[src/rtl/aibcr3aux_osc_clksel_ctrl.sv]
// rtl/aibcr3aux_osc_clksel_ctrl.sv - aux oscillator clock-mux select sequencer
//
// Drives the select of the aux oscillator clock mux. The mux input ina is the
// always-on reference clock (the clock this block runs on). The mux input inb
// is the local ring oscillator. A request enables the oscillator, waits out a
// warm-up interval, then moves sel to inb. Every sel change is followed by a
// settle hold. On the way back, the oscillator is disabled only after sel has
// returned to ina.
//
// Ports:
//   clk           always-on reference clock (same clock as mux ina)
//   rst           synchronous active-high reset
//   vcc_aibcraux  supply, no logic function
//   vss_aibcraux  ground, no logic function
//   req_b         level request, 1 = run from the oscillator (inb)
//   osc_en        ring-oscillator enable
//   sel           mux select, 0 = ina, 1 = inb
//   busy          high in transitional states
//   cur_b         high only in steady state ON_B
//   done          one-cycle pulse when a switch completes

module aibcr3aux_osc_clksel_ctrl #(
    parameter int CNT_W      = 8,
    parameter int WARM_CYC   = 16,
    parameter int SETTLE_CYC = 4
) (
    input  logic clk,
    input  logic rst,
    inout  wire  vcc_aibcraux,
    inout  wire  vss_aibcraux,
    input  logic req_b,
    output logic osc_en,
    output logic sel,
    output logic busy,
    output logic cur_b,
    output logic done
);

    typedef enum logic [2:0] {
        IDLE_A   = 3'd0,
        WARM     = 3'd1,
        SWITCH_B = 3'd2,
        ON_B     = 3'd3,
        SWITCH_A = 3'd4
    } state_t;

    // A state of interval N is left when the count reaches N-1.
    localparam logic [CNT_W-1:0] WARM_LAST   = CNT_W'(WARM_CYC - 1);
    localparam logic [CNT_W-1:0] SETTLE_LAST = CNT_W'(SETTLE_CYC - 1);

    state_t           state;
    logic [CNT_W-1:0] cnt;
    logic [3:0]       out_q;

    // Supply pins carry no logic; the reduction keeps them visibly consumed.
    wire unused_supply = vcc_aibcraux ^ vss_aibcraux;

    // {osc_en, sel, busy, cur_b} for each state.
    function automatic logic [3:0] outs(input state_t st);
        case (st)
            WARM:     outs = 4'b1010;
            SWITCH_B: outs = 4'b1110;
            ON_B:     outs = 4'b1101;
            SWITCH_A: outs = 4'b1010;
            default:  outs = 4'b0000;
        endcase
    endfunction

    // Outputs are loaded together with the state, so every output is a flop
    // and req_b never reaches an output combinationally.
    always_ff @(posedge clk) begin
        if (rst) begin
            state <= IDLE_A;
            cnt   <= '0;
            out_q <= outs(IDLE_A);
            done  <= 1'b0;
        end else begin
            done <= 1'b0;
            case (state)
                IDLE_A: begin
                    if (req_b) begin
                        state <= WARM;
                        cnt   <= '0;
                        out_q <= outs(WARM);
                    end
                end
                WARM: begin
                    if (!req_b) begin
                        // Abort: sel never moved, so no completion pulse.
                        state <= IDLE_A;
                        cnt   <= '0;
                        out_q <= outs(IDLE_A);
                    end else if (cnt == WARM_LAST) begin
                        state <= SWITCH_B;
                        cnt   <= '0;
                        out_q <= outs(SWITCH_B);
                    end else begin
                        cnt <= cnt + 1'b1;
                    end
                end
                SWITCH_B: begin
                    // Not abortable; a dropped request is seen from ON_B.
                    if (cnt == SETTLE_LAST) begin
                        state <= ON_B;
                        cnt   <= '0;
                        out_q <= outs(ON_B);
                        done  <= 1'b1;
                    end else begin
                        cnt <= cnt + 1'b1;
                    end
                end
                ON_B: begin
                    if (!req_b) begin
                        state <= SWITCH_A;
                        cnt   <= '0;
                        out_q <= outs(SWITCH_A);
                    end
                end
                SWITCH_A: begin
                    // Oscillator stays enabled until sel has settled on ina.
                    if (cnt == SETTLE_LAST) begin
                        state <= IDLE_A;
                        cnt   <= '0;
                        out_q <= outs(IDLE_A);
                        done  <= 1'b1;
                    end else begin
                        cnt <= cnt + 1'b1;
                    end
                end
                default: begin
                    state <= IDLE_A;
                    cnt   <= '0;
                    out_q <= outs(IDLE_A);
                end
            endcase
        end
    end

    assign osc_en = out_q[3];
    assign sel    = out_q[2];
    assign busy   = out_q[1];
    assign cur_b  = out_q[0];

endmodule

[config.mk]
export PLATFORM = sky130hd
export DESIGN_NAME = aibcr3aux_osc_clksel_ctrl
export DESIGN_NICKNAME = d
export VERILOG_FILES = /design/src/rtl/aibcr3aux_osc_clksel_ctrl.sv
export SDC_FILE = /design/constraint.sdc
export NUM_CORES = 1
export LEC_CHECK = 0
export ABC_AREA = 1
export CORE_MARGIN = 1
export CORE_UTILIZATION = 64
export CTS_CLUSTER_SIZE = 20
export DETAILED_ROUTE_END_ITERATION = 8
export DONT_BUFFER_PORTS = 1
export GPL_TIMING_DRIVEN = 0
export PLACE_DENSITY = 0.8
export SYNTH_ARGS = -nofsm -noshare
export SYNTH_HDL_FRONTEND = slang
export SYNTH_SLANG_ARGS = --single-unit
export TNS_END_PERCENT = 5
[constraint.sdc]
create_clock -name clk -period 3.8 [get_ports clk]
set_input_delay 0.38 -clock clk [delete_from_list [all_inputs] [get_ports clk]]
set_output_delay 0.38 -clock clk [all_outputs]
set_load 0.01 [all_outputs]
Yosys cells after proc, flatten, opt, wreduce, memory -nomap -nowiden --
Cells that the tools add are included.
Storage, ports and cells: register bits 16, output and inout bits 7
Cells by class: reductions and logical operators 5, add/sub/neg operators 1, bitwise logic cells 1, multiplexer cells 21, equality and inequality tests 11
Operators by type and width (count):
- $mux W8 | 5
- $pmux W8 S4 | 1
- $mux W4 | 6
- $pmux W4 S5 | 1
- $mux W3 | 6
- $pmux W3 S5 | 1
- $add A8 B1 Y8 const B | 1
- $eq A8 B2 Y1 const B | 1
- $eq A8 B4 Y1 const B | 1
- $ne A2 B2 Y1 const B | 4
- $eq A3 B2 Y1 const B | 2
- $reduce_and A5 Y1 | 1
- $reduce_or A2 Y1 | 2
- $eq A3 B1 Y1 const B | 1
- $eq A3 B3 Y1 const B | 1
- $logic_not A3 Y1 | 1
- $ne A3 B3 Y1 const B | 1
- $reduce_and A2 Y1 | 1
- $mux W1 | 1
- $not A1 Y1 | 1

Logic depth before layout (Yosys ltp) --
depth after elaboration 4, gate-level depth with buffers 10, depth with buffers taken out 9

Worst setup path before layout --
OpenSTA, ideal clock, no wires.
kind register to register, from reg cnt[0], to reg out_q[1], period minus slack after synthesis 1310 ps, stages on the path, launching flop included 8, data required time 3668 ps, path slack 2490 ps, data arrival time 1178 ps, library setup time 132 ps, cell sequence dfxtp_1 ha_1 nor3b_1 nand2_2 nand2_4 nand3_4 nand2_1 a21oi_2
On the way: word-level cells in the longest chain between the ends 3, elaborated cells on any way between the ends 6
Ends and longest elaborated chain:
- start: declaration | line 52 | logic [CNT_W-1:0] cnt;
- start signal: assignment | line 98 | cnt <= cnt + 1'b1;
- start signal: assignment | line 109 | cnt <= cnt + 1'b1;
- start signal: assignment | line 127 | cnt <= cnt + 1'b1;
- $eq A8 B4 Y1 / $eq A8 B2 Y1 (equally long branches) | line 93, 103, 121
- $ne A3 B3 Y1 (no source line) / $ne A2 B2 Y1 (equally long branches)
- $reduce_and A5 Y1 (no source line) (*)
- end signal: assignment | line 92 | out_q <= outs(IDLE_A);
- end signal: assignment | line 96 | out_q <= outs(SWITCH_B);
- end signal: assignment | line 106 | out_q <= outs(ON_B);
- end: declaration | line 53 | logic [3:0] out_q;
Every way passes the cells marked *; elsewhere a longest branch is shown, timed or not. A chain may end at the register's enable or synchronous reset.

Worst setup path after layout --
from reg cnt[1], to reg out_q[3]
Same word-level chain as after synthesis.

==> results.json <==
{
  "num-nets-final": 138,
  "drt-wirelength-per-cell_um": 11.5,
  "first_iter_violations": 8,
  "worst_slew_pin_slew_ns": 0.457,
  "cts.path.max_buffers": 2,
  "syn-cell-area_um2": 917,
  "rrSetupSlack_ns": 2.33,
  "critPathTopFamily": "simple AND/OR/NAND/NOR gates",
  "max-slew-margin-rel_pct": 69.5,
  "ant_nets": 0,
  "rr_endpoint": "out_q[3]$_SDFFE_PP0P_",
  "pin_count": 10,
  "num_rows": 13,
  "drive_above_1_share_pct": 17.7,
  "setup-tns-final_ns": 0,
  "hold_class": "input port to register",
  "tritoncts": "done",
  "fmaxAchievable_ghz": 0.683,
  "cap_violations": 0,
  "run_status": "complete, no violations",
  "syn_to_final_growth_pct": 4.50,
  "timing.rr.start": "cnt[1]$_SDFFE_PP0P_",
  "endpoint": "out_q[3]$_SDFFE_PP0P_",
  "syn_area_per_cell_um2": 7.22,
  "fin_skew_ns": 0.00120,
  "finalCritPeriodShare_pct": 38.6,
  "critPathMaxStageDelay_ns": 0.36,
  "ys_types": 26,
  "wl_met1_um": 726,
  "vias_per_cell": 5.51,
  "path_max_fanout": 9,
  "path_class": "register to register",
  "finalPower_mw": 0.573,
  "htreeDepth": 1,
  "crit_path_end_kind": "register",
  "place_congestion": 0.847,
  "cts-buffers-inserted": 3,
  "post_cts_resized": 0,
  "wl_um": 1670,
  "io_buffers": 0,
  "core_area_um2": 1320,
  "cts-hold-fix-buffers": 0,
  "startpoint": "cnt[1]$_SDFFE_PP0P_",
  "cp.depth": 7,
  "grt_pass1_wl_um": 2470,
  "hpwl_um": 1270,
  "synth_cells": 127,
  "ys_warn_count": 0,
  "initial_core_util_pct": 69.6,
  "hold_viol": 0,
  "top_layer": "met4",
  "yosysSeqAreaShare_pct": 34.9,
  "path_buf_inv": 0,
  "p_per_area_nw_per_um2": 597,
  "num_antenna_cells": 0,
  "post_cts_buffers": 0,
  "num_vias": 799,
  "grt_max_degree": 11,
  "syn_nets": 133,
  "ys_ff_latch": 16,
  "first_pass_iters": 5,
  "drc": 0,
  "layout_common_cells": "nand2_1 (31), inv_1 (17), dfxtp_1 (16), nor2_1 (11), nand3_1 (9)",
  "period_needed_ns": 1.47,
  "path_cells": "ha_1, nor3b_1, nand2_2, nand2_4, nand3_4, nand2_1, a21oi_2",
  "start_kind": "register",
  "track_usage_pct": 23.9,
  "untimed_endpoints": 2,
  "cts-root-buf": "clkbuf_4",
  "cts_sinks": 16,
  "antenna_found_initial": 0,
  "clk_latency_ns": 0.28,
  "rsz0062_at_grt": "no",
  "wl_met3_um": 59,
  "crit_path_top_delay_cell": "dfxtp_1",
  "final_common_cell": "nand2_1",
  "finalSetupViolations": 0,
  "die_area_um2": 1590,
  "grt_pass1_vias": 638,
  "p_leak_nw": 0.413,
  "clk_pin_slew_ns": 0.09,
  "die_h_um": 39.9,
  "report.final.slew_viol_count": 0,
  "routed-wl-met2_um": 854,
  "reg2reg_depth": 7,
  "fillers": 114,
  "utilization_pct": 72.7,
  "die_w_um": 39.9,
  "cp.arrival_ns": 1.63,
  "grt-ovfl-total": 0,
  "required_ns": 3.97,
  "ir_drop_v": 0.000424
}
==> synthesized netlist by cell type (all sizes together) <==
cell type	n	area, um^2
xor2	1	8.76
nand2	36	168
ha	1	12.5
and2	1	6.26
nor3b	2	15.0
xnor2	1	8.76
nand4	7	43.8
nor3	2	20.0
a21oi	9	63.8
a31oi	1	6.26
nor2	15	66.3
inv	19	71.3
dfxtp	16	320
buf	2	11.3
o21ai	1	5.00
o211ai	1	7.51
nand3	12	82.6
==> layout make-up <==
| cell class | instances | area, um^2 | share of cell area [%] |
|---|---|---|---|
| multi-input cells | 90 | 514 | 53.7 |
| flip-flops and latches | 16 | 320 | 33.4 |
| inverters | 19 | 71.3 | 7.44 |
| clock buffers | 3 | 22.5 | 2.35 |
| well taps | 15 | 18.8 | 1.96 |
| plain buffers | 2 | 11.3 | 1.17 |
==> power breakdown <==
group          leakage, nW  switching [mW]  internal, mW  total (mW)
registers            0.130          0.0306         0.200       0.230
logic                0.269           0.165        0.0893       0.254
clock network       0.0138          0.0512        0.0369      0.0880
total                0.413           0.247         0.326       0.573
==> flip-flops by register name, summed over array words and instances (netlist names) <==
| signal | flops |
|---|---|
| cnt | 8 |
| out_q | 4 |
| state | 3 |
| done | 1 |
==> per-layer routing <==
layer | global-route usage [%] | up-vias
met2 | 42.2 | 16
met5 | 0 | -
met3 | 5.11 | 5
met1 | 27.0 | 361
met4 | 10.3 | 0
li1 | - | 417
==> logic make-up after synthesis <==
logic type / share of synthesized area, %
XOR/XNOR: 1.91
AND/OR/NAND/NOR: 43.8
AO/OA/AOI/OAI: 9.01
flip-flops: 34.9
adder cells (fa/ha/maj): 1.36
buffers and inverters: 9.00
==> worst min-delay path by stage <==
stage | start | endpoint | slack (ns) | cells after the start
floorplan | cnt[1]$_SDFFE_PP0P_ | cnt[1]$_SDFFE_PP0P_ | 0.46 | 2
global placement | cnt[1]$_SDFFE_PP0P_ | cnt[1]$_SDFFE_PP0P_ | 0.48 | 2
detailed placement | cnt[1]$_SDFFE_PP0P_ | cnt[1]$_SDFFE_PP0P_ | 0.48 | 2
CTS | req_b | cnt[2]$_SDFFE_PP0P_ | 0.36 | 4
global route | req_b | cnt[2]$_SDFFE_PP0P_ | 0.37 | 4
finish | req_b | cnt[2]$_SDFFE_PP0P_ | 0.36 | 4
==> worst min-delay path, cell delays in order <==
cell	delay, ns
nand4_1	0.07
nand3_1	0.07
nand2_1	0.06
inv_1	0.03
==> per-stage QoR <==
step | area, um^2 | hold WS (ns) | cells | setup slack, ns
finish | 958 | 0.360 | 145 | 2.33
global route | 958 | 0.366 | 145 | 2.18
CTS | 958 | 0.362 | 145 | 2.33
detailed placement | 936 | 0.482 | 142 | 2.36
global placement | 936 | 0.478 | 142 | 2.38
floorplan | 917 | 0.460 | 127 | 2.49
(Power assumes the default switching activity.)
